===== src/rtl/fetch_pkg.sv =====
// Shared fetch definitions: default widths, bubble word, jump opcode and FSM state encoding.
package fetch_pkg;
    localparam int PC_WIDTH_DEF    = 8;
    localparam int INSTR_WIDTH_DEF = 10;

    localparam logic [INSTR_WIDTH_DEF-1:0] BUBBLE_INSTR = '1;
    localparam logic [3:0]                 OPC_JMP      = 4'b1001;

    typedef logic [1:0] fetch_state_t;

    localparam fetch_state_t ST_START = 2'd0;
    localparam fetch_state_t ST_RUN   = 2'd1;
    localparam fetch_state_t ST_HALT  = 2'd2;
endpackage


===== src/rtl/fetch_if.sv =====
// Fetch bus: decoder controls, ROM port and instruction stream. master = fetch unit, slave = decoder/ROM side.
interface fetch_if #(
    parameter int PC_WIDTH    = fetch_pkg::PC_WIDTH_DEF,
    parameter int INSTR_WIDTH = fetch_pkg::INSTR_WIDTH_DEF
);
    logic                   stall;
    logic                   load;
    logic [PC_WIDTH-1:0]    set_value;
    logic [PC_WIDTH-1:0]    rom_addr;
    logic [INSTR_WIDTH-1:0] rom_data;
    logic [INSTR_WIDTH-1:0] instruction;
    logic [PC_WIDTH-1:0]    instr_pc;
    logic                   instr_valid;
    logic                   halted;

    modport master (
        input  stall, load, set_value, rom_data,
        output rom_addr, instruction, instr_pc, instr_valid, halted
    );

    modport slave (
        output stall, load, set_value, rom_data,
        input  rom_addr, instruction, instr_pc, instr_valid, halted
    );
endinterface


===== src/rtl/program_counter.sv =====
// Program counter register: synchronous reset to RESET_VECTOR, load has priority over increment, otherwise hold.
module program_counter
    import fetch_pkg::*;
#(
    parameter int                  PC_WIDTH     = PC_WIDTH_DEF,
    parameter logic [PC_WIDTH-1:0] RESET_VECTOR = '0
) (
    input  logic                clk,
    input  logic                rst_n,
    input  logic                inc,
    input  logic                ld,
    input  logic [PC_WIDTH-1:0] ld_value,
    output logic [PC_WIDTH-1:0] pc
);

    // Increment wraps naturally at 2^PC_WIDTH.
    always_ff @(posedge clk) begin
        if (!rst_n) begin
            pc <= RESET_VECTOR;
        end else if (ld) begin
            pc <= ld_value;
        end else if (inc) begin
            pc <= pc + 1'b1;
        end
    end

endmodule


===== src/rtl/fetch_unit.sv =====
// Instruction fetch unit: FSM plus instruction register in front of a combinational program ROM.
// Optional macro FETCH_HALT_EN: a jump to the current instruction's own address halts fetch until reset.
//
// state    | meaning
// ---------+-----------------------------------------------------------
// ST_START | after reset, nothing captured yet; next unstalled edge fetches
// ST_RUN   | fetching sequentially, accepting jumps from the decoder
// ST_HALT  | fetch stopped for good (jump-to-self with FETCH_HALT_EN)
module fetch_unit
    import fetch_pkg::*;
#(
    parameter int                  PC_WIDTH     = PC_WIDTH_DEF,
    parameter int                  INSTR_WIDTH  = INSTR_WIDTH_DEF,
    parameter logic [PC_WIDTH-1:0] RESET_VECTOR = '0
) (
    input  logic     clk,
    input  logic     rst_n,
    fetch_if.master  bus
);

    fetch_state_t           state;
    logic [PC_WIDTH-1:0]    pc;
    logic [INSTR_WIDTH-1:0] instr_q;
    logic [PC_WIDTH-1:0]    instr_pc_q;
    logic                   valid_q;

    logic self_halt;
    logic take_jump;
    logic do_jump;
    logic enter_halt;
    logic do_fetch;

`ifdef FETCH_HALT_EN
    assign self_halt = (bus.set_value == instr_pc_q);
`else
    assign self_halt = 1'b0;
`endif

    // A load is only honoured against a real instruction; during a bubble it falls through to a fetch.
    assign take_jump  = (state == ST_RUN) && !bus.stall && bus.load && valid_q;
    assign do_jump    = take_jump && !self_halt;
    assign enter_halt = take_jump && self_halt;
    assign do_fetch   = !bus.stall && ((state == ST_START) || ((state == ST_RUN) && !take_jump));

    program_counter #(
        .PC_WIDTH     (PC_WIDTH),
        .RESET_VECTOR (RESET_VECTOR)
    ) u_pc (
        .clk      (clk),
        .rst_n    (rst_n),
        .inc      (do_fetch),
        .ld       (do_jump),
        .ld_value (bus.set_value),
        .pc       (pc)
    );

    always_ff @(posedge clk) begin
        if (!rst_n) begin
            state      <= ST_START;
            instr_q    <= '1;
            instr_pc_q <= '0;
            valid_q    <= 1'b0;
        end else if (enter_halt) begin
            state   <= ST_HALT;
            instr_q <= '1;
            valid_q <= 1'b0;
        end else if (do_jump) begin
            instr_q <= '1;
            valid_q <= 1'b0;
        end else if (do_fetch) begin
            state      <= ST_RUN;
            instr_q    <= bus.rom_data;
            instr_pc_q <= pc;
            valid_q    <= 1'b1;
        end
    end

    assign bus.rom_addr    = pc;
    assign bus.instruction = instr_q;
    assign bus.instr_pc    = instr_pc_q;
    assign bus.instr_valid = valid_q;

`ifdef FETCH_HALT_EN
    assign bus.halted = (state == ST_HALT);
`else
    assign bus.halted = 1'b0;
`endif

endmodule


===== src/flat_wrapper.sv =====
// flat-port wrapper written by rule: the top's interface ports become plain ports
module fetch_unit_flat import fetch_pkg::*;
#(
    parameter int                  PC_WIDTH     = PC_WIDTH_DEF,
    parameter int                  INSTR_WIDTH  = INSTR_WIDTH_DEF,
    parameter logic [PC_WIDTH-1:0] RESET_VECTOR = '0
)
  (clk, rst_n, bus_stall, bus_load, bus_set_value, bus_rom_data, bus_rom_addr, bus_instruction, bus_instr_pc, bus_instr_valid, bus_halted);
  fetch_if #(.PC_WIDTH(PC_WIDTH), .INSTR_WIDTH(INSTR_WIDTH)) bus_i ();
  input  logic clk;
  input  logic rst_n;
  input wire logic [$bits(bus_i.stall)-1:0] bus_stall;
  input wire logic [$bits(bus_i.load)-1:0] bus_load;
  input wire logic [$bits(bus_i.set_value)-1:0] bus_set_value;
  input wire logic [$bits(bus_i.rom_data)-1:0] bus_rom_data;
  output wire logic [$bits(bus_i.rom_addr)-1:0] bus_rom_addr;
  output wire logic [$bits(bus_i.instruction)-1:0] bus_instruction;
  output wire logic [$bits(bus_i.instr_pc)-1:0] bus_instr_pc;
  output wire logic [$bits(bus_i.instr_valid)-1:0] bus_instr_valid;
  output wire logic [$bits(bus_i.halted)-1:0] bus_halted;
  assign bus_i.stall = bus_stall;
  assign bus_i.load = bus_load;
  assign bus_i.set_value = bus_set_value;
  assign bus_i.rom_data = bus_rom_data;
  assign bus_rom_addr = bus_i.rom_addr;
  assign bus_instruction = bus_i.instruction;
  assign bus_instr_pc = bus_i.instr_pc;
  assign bus_instr_valid = bus_i.instr_valid;
  assign bus_halted = bus_i.halted;
  fetch_unit #(.PC_WIDTH(PC_WIDTH), .INSTR_WIDTH(INSTR_WIDTH), .RESET_VECTOR(RESET_VECTOR)) u_core (.clk(clk), .rst_n(rst_n), .bus(bus_i));
endmodule

===== config.mk =====
export PLATFORM = sky130hd
export DESIGN_NAME = fetch_unit_flat
export DESIGN_NICKNAME = d
export VERILOG_FILES = /design/src/rtl/fetch_pkg.sv /design/src/rtl/fetch_if.sv /design/src/rtl/program_counter.sv /design/src/rtl/fetch_unit.sv /design/src/flat_wrapper.sv
export SDC_FILE = /design/constraint.sdc
export NUM_CORES = 1
export LEC_CHECK = 0
export CORE_MARGIN = 2
export CORE_UTILIZATION = 38
export DETAILED_ROUTE_END_ITERATION = 10
export GPL_TIMING_DRIVEN = 0
export PLACE_DENSITY = 0.74
export SKIP_CTS_REPAIR_TIMING = 1
export SYNTH_ARGS = -nofsm -noshare
export SYNTH_HDL_FRONTEND = slang
export SYNTH_HIERARCHICAL = 1
export SYNTH_SLANG_ARGS = --single-unit

===== constraint.sdc =====
create_clock -name clk -period 1.7 [get_ports clk]
set_input_delay 0.425 -clock clk [delete_from_list [all_inputs] [get_ports clk]]
set_output_delay 0.425 -clock clk [all_outputs]
set_load 0.02 [all_outputs]

======== Yosys cells after proc, flatten, opt, wreduce, memory -nomap -nowiden ========
Cells that the tools add are included.
storage, ports and cells
  bits in registers ....................... 28
  input port bits ......................... 22
  output and inout bits ................... 28
  word-level logic and storage cells ...... 22
cells by class
  add/sub/neg operators ................... 1
  multiplexer cells ....................... 2
  bitwise logic cells ..................... 2
  reductions and logical operators ........ 12
operators with widths
  cell                   count
  $mux W8                2
  $add A8 B1 Y8 const B  1
  $logic_and A1 B1 Y1    5
  $logic_not A1 Y1       2
  $logic_not A2 Y1       1
  $not A1 Y1             2
  $reduce_and A2 Y1      1
  $reduce_bool A2 Y1     1
  $reduce_or A2 Y1       1
  $logic_or A1 B1 Y1     1

======== Depth between registers and ports, before layout ========
Gate-level depths: netlist (run 1).
  depth after elaboration ................. 10
  depth in mapped cells ................... 7
  gate-level depth less buffers ........... 5

======== Cells and area by module ========
Netlist (run 1), hierarchy kept.
modules (own cells, without submodules)
  module           times used  cells an instance  area an instance (µm²)  sequential area each (µm²)
  fetch_unit       1           83                 790.8                   400.4
  program_counter  1           55                 461.7                   160.2

======== Worst setup path after synthesis (run 1) ========
Ideal clock, no wire load.
  path type ............................... input -> register
  from .................................... input port bus_stall
  to ...................................... register u_core.u_pc.pc[5]
  library setup time ...................... 0.062 ns
  data arrival time ....................... 1.730 ns
  required time ........................... 1.638 ns
  setup slack ............................. -0.092 ns
  cell stages on the path ................. 7
  path buffers ............................ 3
  path through ............................ buf_6 > a31oi_4 > buf_6 > buf_4 > nand3b_1 > or4_1 > nand3_1
between the ends
  longest elaborated chain between the ends .. 9
  elaborated cells between the ends (all ways) .. 10
  those cells by class .................... mux: 1; reduce/logical: 9
ends and longest elaborated chain
  what                                   RTL line                            text
  start, declared                        flat_wrapper.sv:12                  input wire logic [$bits(bus_i.stall)-1:0] bus_stall;
  $logic_not A1 Y1 *                     fetch_unit.sv:40, fetch_unit.sv:43
  $logic_and A1 B1 Y1 (3 in series)      fetch_unit.sv:40                    assign take_jump = (state == ST_RUN) && !bus.stall && bus.load && valid_q;
  $logic_not A1 Y1                       fetch_unit.sv:43                    assign do_fetch = !bus.stall && ((state == ST_START) || ((state == ST_RUN) && !take_jump));
  $logic_and A1 B1 Y1                    fetch_unit.sv:43
  $logic_or A1 B1 Y1                     fetch_unit.sv:43
  $logic_and A1 B1 Y1 *                  fetch_unit.sv:43
  net u_core.do_fetch                    fetch_unit.sv:31                    logic do_fetch;
  $reduce_bool A2 Y1 (no source line) *  n/a
  end signal, assigned                   program_counter.sv:21               pc <= ld_value;
  end signal, assigned                   program_counter.sv:23               pc <= pc + 1'b1;
  end, declared                          program_counter.sv:13               output logic [PC_WIDTH-1:0] pc
The timed path passes the listed nets; every way through them passes the cells marked *.
A chain may end at the register's enable or synchronous reset.

======== Worst setup path after layout (run 1) ========
  from .................................... register u_core.state[0]
  to ...................................... register u_core.u_pc.pc[6]
between the ends
  longest elaborated chain between the ends .. 8
  elaborated cells between the ends (all ways) .. 10
  those cells by class .................... mux: 1; reduce/logical: 9
ends and longest elaborated chain
  what                                   RTL line          text
  start, declared                        fetch_unit.sv:21  fetch_state_t state;
  start signal, assigned                 fetch_unit.sv:59  state <= ST_START;
  start signal, assigned                 fetch_unit.sv:64  state <= ST_HALT;
  start signal, assigned                 fetch_unit.sv:71  state <= ST_RUN;
  $logic_and A1 B1 Y1 (3 in series)      fetch_unit.sv:40
  $logic_not A1 Y1                       fetch_unit.sv:43
  $logic_and A1 B1 Y1                    fetch_unit.sv:43
  $logic_or A1 B1 Y1 *                   fetch_unit.sv:43
  $logic_and A1 B1 Y1 *                  fetch_unit.sv:43
  net u_core.do_fetch                    fetch_unit.sv:31
  $reduce_bool A2 Y1 (no source line) *  n/a
Marked as above.

==> summary.md, run 1 <==
| Metric | Value |
|---|---|
| Required time at the endpoint of the critical path | `1.96 ns` |
| Fin util | `62.7%` |
| Number of antenna violations at the first check in global routing | `0` |
| Total half-perimeter wirelength after legalization and detailed placement | `around 2200 um` |
| Internal power component | `about 980 uW` |
| Maximum frequency from static timing analysis | `0.645 GHz` |
| Number of I/O port buffers | `47` |
| Final estimated routing congestion in global placement | `0.742` |
| Reported leakage power | `between 0.001 and 0.0015 uW` |
| GRT Util Overall | `16.8%` |
| Clock buffer depth | `2` |
| Setup repair after global routing missed its margin | `false` |
| Sequential share of the synthesized area | `between 40% and 50%` |
| Final number of max-transition violations | `0` |
| Outcome | `finished, final reports clean` |
| Worst slack after detailed placement | `-0.564 ns` |
| Area growth syn-to-layout | `55.2%` |
| Count of nets after finishing | `between 200 and 250` |
| Count of vias placed by the detailed router | `between 1000 and 1500` |
| GR Overflow Total | `0` |
| Critical path cell sequence | `a31oi_4, buf_6, buf_6, nand3_1, or3_1, a31oi_1` |
| Flip-flop and latch area | `between 500 and 600 um2` |
| Wire length per cell after detailed routing | `around 13 um` |
| Core outline area | `between 3000 and 4000 um2` |
| Capturing element type of the critical path | `flip-flop` |
| Total design power | `1320 uW` |
| Distinct cell type count after synthesis | `39` |
| DP Cell Count | `~230` |
| Fraction of power spent switching nets | `26.3%` |
| Initial core utilization | `between 40% and 50%` |
| Root buffer selected by CTS | `sky130_fd_sc_hd__clkbuf_4` |
| First-pass detailed-route iteration total | `4` |
| CP startpoint kind | `flip-flop` |
| Final worst hold slack | `0.366 ns` |
| Row count | `20` |
| Synthesized area divided by synthesized cell count | `just over 9 um2` |
| Ys Warns | `6` |
| Layout Cells excl Fill | `~240` |
| Area used by multi-input combinational logic | `around 580 um2` |
| Count of unresolved DRC violations after routing | `0` |
| First-pass GRT wire length | `4730 um` |
| Net count after synthesis | `161` |
| Clock insertion delay at the later pin of the skew report | `between 0.3 and 0.4 ns` |
| Vias per cell | `4.88` |
| Post-route setup slack | `0.150 ns` |
| Most common library cell in the layout ignoring fill and taps | `sky130_fd_sc_hd__dlymetal6s2s_1` |
| Startpoint-to-endpoint class of the critical path | `reg2reg` |
| CP dominant cell by count | `sky130_fd_sc_hd__buf_6` |
| Vert. Die Dim | `61.4 um` |
| Instance count of the mapped netlist | `138` |
| Max Clock Skew | `about 0.0056 ns` |
| Max-cap violation count | `0` |
| Peak supply drop | `between 400 and 500 uV` |
| Sequential Power Share | `a little over half` |
| Number of setup violations in the final report | `0` |
| Hold violation total from the final report | `0` |
| TritonCTS clock tree | `built` |
| Net switching power of the design | `349 uW` |
| Antenna Violating Nets Remaining | `0` |
| Largest fanout on the critical path | `10` |
| Tightest Hold Check Type | `in2reg` |
| Largest net degree at the start of global routing | `16` |
| Die W | `about 60 um` |
| Fraction of final layout cells with drive strength greater than 1 | `15.9%` |
| Period Utilization, post-route | `between 90% and 100%` |
| Shortest clock period the worst path allows after layout | `roughly 1.6 ns` |
| Critical path's slowest cell | `sky130_fd_sc_hd__dfxtp_1` |
| Die footprint | `3770 um2` |
| Clock share of power | `around 24%` |
| Pwr/cell area | `681 nW/um2` |
| Total inserted antenna cells | `0` |
| Logic gate share of total power | `21.3%` |
| Maximum cell stage delay along the critical path | `between 0.3 and 0.4 ns` |
| Initial DRC count | `38` |
| Clock-pin slew of the registers on the worst-case setup and hold paths | `0.15 ns` |
| Via count of the first global-routing pass | `about 1100` |
| Flop and latch count out of synthesis | `28` |
| H-Tree Depth | `1` |
| Top-level port count | `50` |
| Area of the mapped netlist | `1250 um2` |
| Fill cell count | `about 290` |
| Number of buffers created by CTS | `3` |
| Data arrival time of the critical path | `about 1.8 ns` |
| Sinks on the clock net | `28` |
| Final WL | `around 3100 um` |
| Highest-count cells in the layout ignoring fill and taps | `sky130_fd_sc_hd__dlymetal6s2s_1 (29), sky130_fd_sc_hd__dfxtp_1 (24), sky130_fd_sc_hd__nand2_1 (20)` |
==> sequential cells by signal (all words and copies together) (netlist names) <==
name,count
u_core/bus.instruction,10
u_core/bus.instr_pc,8
u_core/u_pc/pc,8
u_core/bus.instr_valid,1
u_core/state,1
==> final timing paths <==
check / start / end / slack (ns) / cells after the start
max: u_core/state[0] / u_core/u_pc/pc[6] / 0.15 / 6
max reg2reg: u_core/state[0] / u_core/u_pc/pc[6] / 0.15 / 6
min reg2reg: u_core/bus.instr_pc[5] / u_core/bus.instr_pc[5] / 0.47 / 2
min: bus_stall / u_core/bus.instruction[1] / 0.37 / 3
==> routing by layer <==
layer  GRT usage (%)  share of wire (%)  vias to the layer above
li1                -                  -                      597
met1            19.5                 44                      528
met2            30.7                 48                       40
met3            3.57                7.1                        2
met4            5.47               0.26                        0
met5               0                  0                        -
==> synthesized netlist by cell type (all sizes together) <==
master,instances,area (um2)
a21boi,2,15.0
a21oi,2,10.0
a22oi,8,65.1
a31oi,2,27.5
and2,4,25.0
and3b,1,8.76
buf,8,67.6
clkbuf,2,17.5
conb,1,3.75
dfxtp,28,561
ha,1,12.5
inv,7,26.3
mux2i,1,10.0
nand2,20,75.1
nand2b,1,6.26
nand3,14,80.1
nand3b,1,7.51
nand4,3,18.8
nor2,1,3.75
nor3b,2,15.0
o211a,1,10.0
o211ai,2,15.0
o21a,1,7.51
o21ai,16,83.8
o221ai,2,23.8
or3,1,6.26
or4,2,15.0
xnor2,2,17.5
xor2,2,17.5
==> through the flow <==
step           instance area, um2  TNS (ns)
2_1_floorplan                1260         0
5_1_grt                      1940         0
4_1_cts                      1820     -3.21
3_3_place_gp                 1780     -6.72
6_report                     1940         0
3_5_place_dp                 1780     -7.48
==> power by group through the flow <==
stage                     logic (uW)  clock network, uW  registers (uW)
final                            283                319             723
after CTS                        276                328             723
after floorplan                  104                  0             772
after detailed placement         274                  0             738
after global routing             306                357             728
after global placement           270                  0             736
==> layout make-up <==
cell class	instances	area share (%)
timing repair buffer	53	30.2
buffer	10	4.63
clock buffer	4	1.87
inverter	7	1.35
multi-input combinational	93	30.0
sequential	28	29.1
tap	44	2.83
==> kinds of logic after synthesis <==
kind of cell,count (synthesis),share of synthesized area (%)
AND/OR/NAND/NOR,50,20.9
AO/OA/AOI/OAI,36,20.6
flip-flops,28,44.8
buffers and inverters,17,8.89
XOR/XNOR,4,2.80
adder cells (fa/ha/maj),1,0.999
other,1,0.299
multiplexers,1,0.799
==> worst max-delay path, delay by kind of cell (launching register included) <==
family / cells / cell delay [ns]
flip-flops: 1 / 0.38
buffers and inverters: 2 / 0.29
AND/OR/NAND/NOR: 2 / 0.41
AO/OA/AOI/OAI: 2 / 0.41
Note: power is estimated with default switching activity, not from simulation.
==> run 2, diff against run 1 <==
--- a/config.mk
+++ b/config.mk
@@ -5,11 +5,12 @@
 export SDC_FILE = /design/constraint.sdc
 export NUM_CORES = 1
 export LEC_CHECK = 0
+export CAP_MARGIN = 40
 export CORE_MARGIN = 2
-export CORE_UTILIZATION = 38
+export CORE_UTILIZATION = 40
 export DETAILED_ROUTE_END_ITERATION = 10
 export GPL_TIMING_DRIVEN = 0
-export PLACE_DENSITY = 0.74
+export PLACE_DENSITY = 0.75
 export SKIP_CTS_REPAIR_TIMING = 1
 export SYNTH_ARGS = -nofsm -noshare
 export SYNTH_HDL_FRONTEND = slang
==> constraint.sdc (replaced) <==
create_clock -name clk -period 1.6 [get_ports clk]
set_input_delay 0.4 -clock clk [delete_from_list [all_inputs] [get_ports clk]]
set_output_delay 0.4 -clock clk [all_outputs]
set_load 0.02 [all_outputs]
==> summary.md, run 2 (synthesis gave the netlist of run 1 again) <==
| Metric | Value |
|---|---|
| Outcome | `finished, final reports clean` |
| Core outline area | `approximately 3000 um2` |
| Die W | `between 50 and 60 um` |
| Clock-pin slew of the registers on the worst-case setup and hold paths | `about 0.15 ns` |
| Wire length per cell after detailed routing | `roughly 14 um` |
| Path depth of the worst reg2reg path | `6` |
| Pwr/cell area | `between 700 and 800 nW/um2` |
| Max Clock Skew | `0.00575 ns` |
| Peak supply drop | `~420 uV` |
| Logic gate share of total power | `around 22%` |
| Via count of the first global-routing pass | `1127` |
| Most common library cell in the layout ignoring fill and taps | `sky130_fd_sc_hd__dlymetal6s2s_1` |
| Maximum frequency from static timing analysis | `0.643 GHz` |
| Vias per cell | `~5.2` |
| Internal power component | `1050 uW` |
| Capturing element type of the critical path | `flip-flop` |
| Area growth syn-to-layout | `58.6%` |
| CP startpoint kind | `flip-flop` |
| Highest-count cells in the layout ignoring fill and taps | `sky130_fd_sc_hd__dlymetal6s2s_1 (29), sky130_fd_sc_hd__dfxtp_1 (23), sky130_fd_sc_hd__nand2_1 (20)` |
| Max layer used | `met4` |
| Shortest clock period the worst path allows after layout | `~1.6 ns` |
| Met2 wire length | `between 1500 and 2000 um` |
| Count of nets after finishing | `224` |
| Clock share of power | `approximately a quarter` |
| Max-cap violation count | `0` |
| Clock insertion delay at the later pin of the skew report | `0.33 ns` |
| Wire length the detailed router placed on met1 | `between 1000 and 1500 um` |
| Fraction of final layout cells with drive strength greater than 1 | `19.0%` |
| Die footprint | `3590 um2` |
| Worst reg-to-reg setup slack | `approximately 0.045 ns` |
| Net switching power of the design | `390 uW` |
| Final estimated routing congestion in global placement | `approximately 0.7` |
| Setup repair after global routing missed its margin | `true` |
| Final worst hold slack | `roughly 0.31 ns` |
| Count of vias placed by the detailed router | `~1200` |
| Root buffer selected by CTS | `sky130_fd_sc_hd__clkbuf_4` |
| Data arrival time of the critical path | `~1.9 ns` |
| Initial DRC count | `71` |
| Row count | `20` |
| Fin util | `66.2%` |
| Initial core utilization | `about two fifths` |
| Sequential Power Share | `approximately 53%` |
| H-Tree Depth | `1` |
| Final Instance Area | `a little under 2000 um2` |
| Tightest Hold Check Type | `in2reg` |
| Number of buffers created by CTS | `3` |
| Worst R2R Start | `u_core/state[0]` |
| Worst setup endpoint | `u_core/u_pc/pc[7]` |
| Antenna Violating Nets Remaining | `0` |
| Number of antenna violations at the first check in global routing | `0` |
| Largest fanout on the critical path | `7` |
| Flip-flop count of the largest register, all copies and words added | `10` |
| Number of setup violations in the final report | `0` |
| Final number of max-transition violations | `0` |
| TritonCTS clock tree | `built` |
| Number of I/O port buffers | `between 40 and 50` |
| Routed wl met3 | `around 240 um` |
| Final WL | `between 3000 and 4000 um` |
| Total inserted antenna cells | `0` |
| Required time at the endpoint of the critical path | `~1.9 ns` |
| Reported leakage power | `between 0.001 and 0.0015 uW` |
| Total half-perimeter wirelength after legalization and detailed placement | `about 2300 um` |
| Startpoint-to-endpoint class of the critical path | `reg2reg` |
| Count of unresolved DRC violations after routing | `0` |
| Hold violation total from the final report | `0` |
| Top-level port count | `50` |
| First-pass detailed-route iteration total | `4` |
| Period Utilization, post-route | `between 90% and 100%` |
| GR Overflow Total | `0` |
| GRT Util Overall | `a little under a fifth` |
| Critical register-to-register path endpoint | `u_core/u_pc/pc[7]` |
| Clock buffer depth | `2` |
| Sinks on the clock net | `28` |
| CP startpoint | `u_core/state[0]` |
| First-pass GRT wire length | `between 4000 and 5000 um` |
| Vert. Die Dim | `~60 um` |
| Largest net degree at the start of global routing | `16` |
| Setup TNS after final layout | `0 ns` |
| Fraction of power spent switching nets | `27.1%` |
| Dpl cell area | `around 1800 um2` |
[run 2: critical path: stages (launching register included)]
cell	delay, ns
sky130_fd_sc_hd__dfxtp_4	0.38
sky130_fd_sc_hd__a31oi_4	0.26
sky130_fd_sc_hd__buf_6	0.17
sky130_fd_sc_hd__buf_8	0.12
sky130_fd_sc_hd__nand3b_1	0.09
sky130_fd_sc_hd__or4_1	0.42
sky130_fd_sc_hd__nand3_1	0.08
[run 2: layout make-up]
type | instances | area, um2
fill | 250 | 1020
sequential | 28 | 569
timing repair buffer | 58 | 626
buffer | 10 | 100
tap | 33 | 41.3
multi-input combinational | 93 | 588
clock buffer | 4 | 36.3
inverter | 7 | 26.3
[run 2: metal layers]
| metal | vias up | global-route usage [%] |
|---|---|---|
| met5 | - | 0 |
| met1 | 557 | 20.4 |
| met3 | 6 | 4.55 |
| li1 | 607 | - |
| met4 | 0 | 8.25 |
| met2 | 53 | 32.6 |
[run 2: power groups by stage]
stage	registers [uW]	logic [uW]	clock network (uW)
finish	768	317	353
global route	774	342	391
CTS	768	297	354
detailed placement	783	294	0
global placement	782	288	0
floorplan	820	112	0
[run 2: how the worst min path moves through the flow]
stage | from | end | cells past startpoint
floorplan | u_core/state[0] | u_core/state[0] | 2
global placement | u_core/bus.instr_pc[7] | u_core/bus.instr_pc[7] | 2
detailed placement | u_core/bus.instr_pc[2] | u_core/bus.instr_pc[2] | 2
CTS | bus_stall | u_core/bus.instruction[2] | 3
global route | bus_stall | u_core/bus.instruction[2] | 3
finish | bus_stall | u_core/bus.instruction[2] | 3
[run 2: per-stage QoR]
stage	setup slack (ns)	total power [uW]	std cells
6_report	0.0446	1440	233
3_3_place_gp	-0.596	1070	218
5_1_grt	-0.0315	1510	233
4_1_cts	-0.343	1420	222
3_5_place_dp	-0.660	1080	218
2_1_floorplan	-0.0497	932	138
==> run 3, diff against run 2 <==
--- a/config.mk
+++ b/config.mk
@@ -6,6 +6,7 @@
 export NUM_CORES = 1
 export LEC_CHECK = 0
 export CAP_MARGIN = 40
+export CORE_ASPECT_RATIO = 1.25
 export CORE_MARGIN = 2
 export CORE_UTILIZATION = 40
 export DETAILED_ROUTE_END_ITERATION = 10
==> summary.md, run 3 (synthesis gave the netlist of run 1 again) <==
| Metric | Value |
|---|---|
| CP startpoint kind | `flip-flop` |
| Number of antenna violations at the first check in global routing | `0` |
| Required time at the endpoint of the critical path | `around 1.9 ns` |
| Clock-pin slew of the registers on the worst-case setup and hold paths | `roughly 0.14 ns` |
| Fin util | `about two thirds` |
| GR Overflow Total | `0` |
| GRT Util Overall | `a little under a fifth` |
| Critical path cell sequence | `a31oi_4, buf_6, buf_8, nand3b_1, or4_1, nand3_1` |
| Critical path's slowest cell | `sky130_fd_sc_hd__or4_1` |
| Flip-flop count of the largest register, all copies and words added | `10` |
| Tightest Hold Check Type | `in2reg` |
| Maximum frequency from static timing analysis | `0.642 GHz` |
| Clock buffer depth | `2` |
| Root buffer selected by CTS | `sky130_fd_sc_hd__clkbuf_4` |
| Area growth syn-to-layout | `55.8%` |
| Vert. Die Dim | `66.6 um` |
| Via count of the first global-routing pass | `between 1000 and 1500` |
| Hold violation total from the final report | `0` |
| Flip-flop and latch area | `about 570 um2` |
| Largest net degree at the start of global routing | `16` |
| Count of unresolved DRC violations after routing | `0` |
| Count of nets after finishing | `220` |
| Number of buffers created by CTS | `3` |
| Data arrival time of the critical path | `1.83 ns` |
| Fraction of final layout cells with drive strength greater than 1 | `16.8%` |
| Initial DRC count | `32` |
| First-pass GRT wire length | `a little over 5000 um` |
| Startpoint-to-endpoint class of the critical path | `reg2reg` |
| Final number of max-transition violations | `0` |
| H-Tree Depth | `1` |
| Sinks on the clock net | `28` |
| Bufs and invs on worst path | `2` |
| Initial core utilization | `42.1%` |
| Most common library cell in the layout ignoring fill and taps | `sky130_fd_sc_hd__dlymetal6s2s_1` |
| Core outline area | `2970 um2` |
| Wire length per cell after detailed routing | `between 10 and 15 um` |
| Max-cap violation count | `0` |
| Final estimated routing congestion in global placement | `0.724` |
| Shortest clock period the worst path allows after layout | `1.56 ns` |
| Final WL | `around 3200 um` |
| Final worst hold slack | `around 0.33 ns` |
| Die W | `about 54 um` |
| Antenna Violating Nets Remaining | `0` |
| Largest fanout on the critical path | `8` |
| Reported leakage power | `~0.0011 uW` |
| Vias per cell | `between 5 and 6` |
| Top Family by Delay on Critical Path | `simple AND/OR/NAND/NOR gates` |
| Capturing element type of the critical path | `flip-flop` |
| Pwr/cell area | `just over 700 nW/um2` |
| Setup repair after global routing missed its margin | `true` |
| Top-level port count | `50` |
| Max Clock Skew | `0.00648 ns` |
| Dpl cell area | `about 1800 um2` |
| Fill cell count | `~260` |
| Clock insertion delay at the later pin of the skew report | `between 0.3 and 0.4 ns` |
| Area used by multi-input combinational logic | `around 580 um2` |
| Total design power | `around 1400 uW` |
| First-pass detailed-route iteration total | `4` |
| Final Instance Area | `between 1500 and 2000 um2` |
| Period Utilization, post-route | `between 90% and 100%` |
| Row count | `22` |
| Number of setup violations in the final report | `0` |
| Die footprint | `3600 um2` |
| Outcome | `finished, final reports clean` |
| Maximum cell stage delay along the critical path | `0.41 ns` |
| Highest-count cells in the layout ignoring fill and taps | `sky130_fd_sc_hd__dlymetal6s2s_1 (29), sky130_fd_sc_hd__dfxtp_1 (22), sky130_fd_sc_hd__nand2_1 (20)` |
| Count of vias placed by the detailed router | `around 1200` |
| Total inserted antenna cells | `0` |
| TritonCTS clock tree | `built` |
| Total half-perimeter wirelength after legalization and detailed placement | `between 2000 and 2500 um` |
| Peak supply drop | `between 300 and 400 uV` |
| Number of I/O port buffers | `47` |
==> run 3: cell count changes in the layout (fill, tap and decap cells not counted) <==
cell,previous run,this run
sky130_fd_sc_hd__buf_4,13,8
sky130_fd_sc_hd__buf_2,3,4
sky130_fd_sc_hd__dfxtp_1,23,22
sky130_fd_sc_hd__dfxtp_2,4,5
sky130_fd_sc_hd__nand3_1,11,12
sky130_fd_sc_hd__nand3_2,3,2
sky130_fd_sc_hd__nor2_1,0,1
sky130_fd_sc_hd__nor2_2,1,0
==> run 3: worst paths after layout <==
path | startpoint | end | slack, ns | depth (start not counted)
min | bus_stall | u_core/bus.instruction[1] | 0.33 | 3
max | u_core/state[0] | u_core/u_pc/pc[5] | 0.04 | 6
min reg2reg | u_core/bus.instr_pc[4] | u_core/bus.instr_pc[4] | 0.47 | 2
max reg2reg | u_core/state[0] | u_core/u_pc/pc[5] | 0.04 | 6
==> run 3: final cells by class <==
| class | instances | share of cell area, % |
|---|---|---|
| repair buffers | 54 | 30.5 |
| multi-input cells | 93 | 29.7 |
| flip-flops and latches | 28 | 29.2 |
| plain buffers | 10 | 5.00 |
| well taps | 36 | 2.31 |
| clock buffers | 4 | 1.86 |
| inverters | 7 | 1.35 |
==> run 3: worst register-to-register path: cells and delay by family, from the launching register on <==
family | cells | cell delay [ns]
and+or+nand+nor | 3 | 0.57
buffers and inverters | 2 | 0.29
AOI/OAI and AO/OA | 1 | 0.25
DFF | 1 | 0.38
==> run 3: where the power goes <==
group / internal (uW) / switching, uW / total (uW)
Combinational: 166 / 139 / 306
Clock: 139 / 196 / 335
Sequential: 735 / 33.0 / 768
==> run 3: through the flow <==
step                worst slack, ns  setup TNS (ns)  instances
finish                       0.0435               0        232
floorplan                   -0.0497          -0.139        138
CTS                          -0.316           -5.87        225
global route                -0.0202         -0.0202        232
global placement             -0.593           -8.87        221
detailed placement           -0.641           -9.71        221
==> run 3: routing by layer <==
layer | part of all wire, % | global-route usage [%]
met4 | 0 | 3.75
met1 | 40 | 20.8
met3 | 8.6 | 4.26
met5 | 0 | 0
met2 | 52 | 35.1
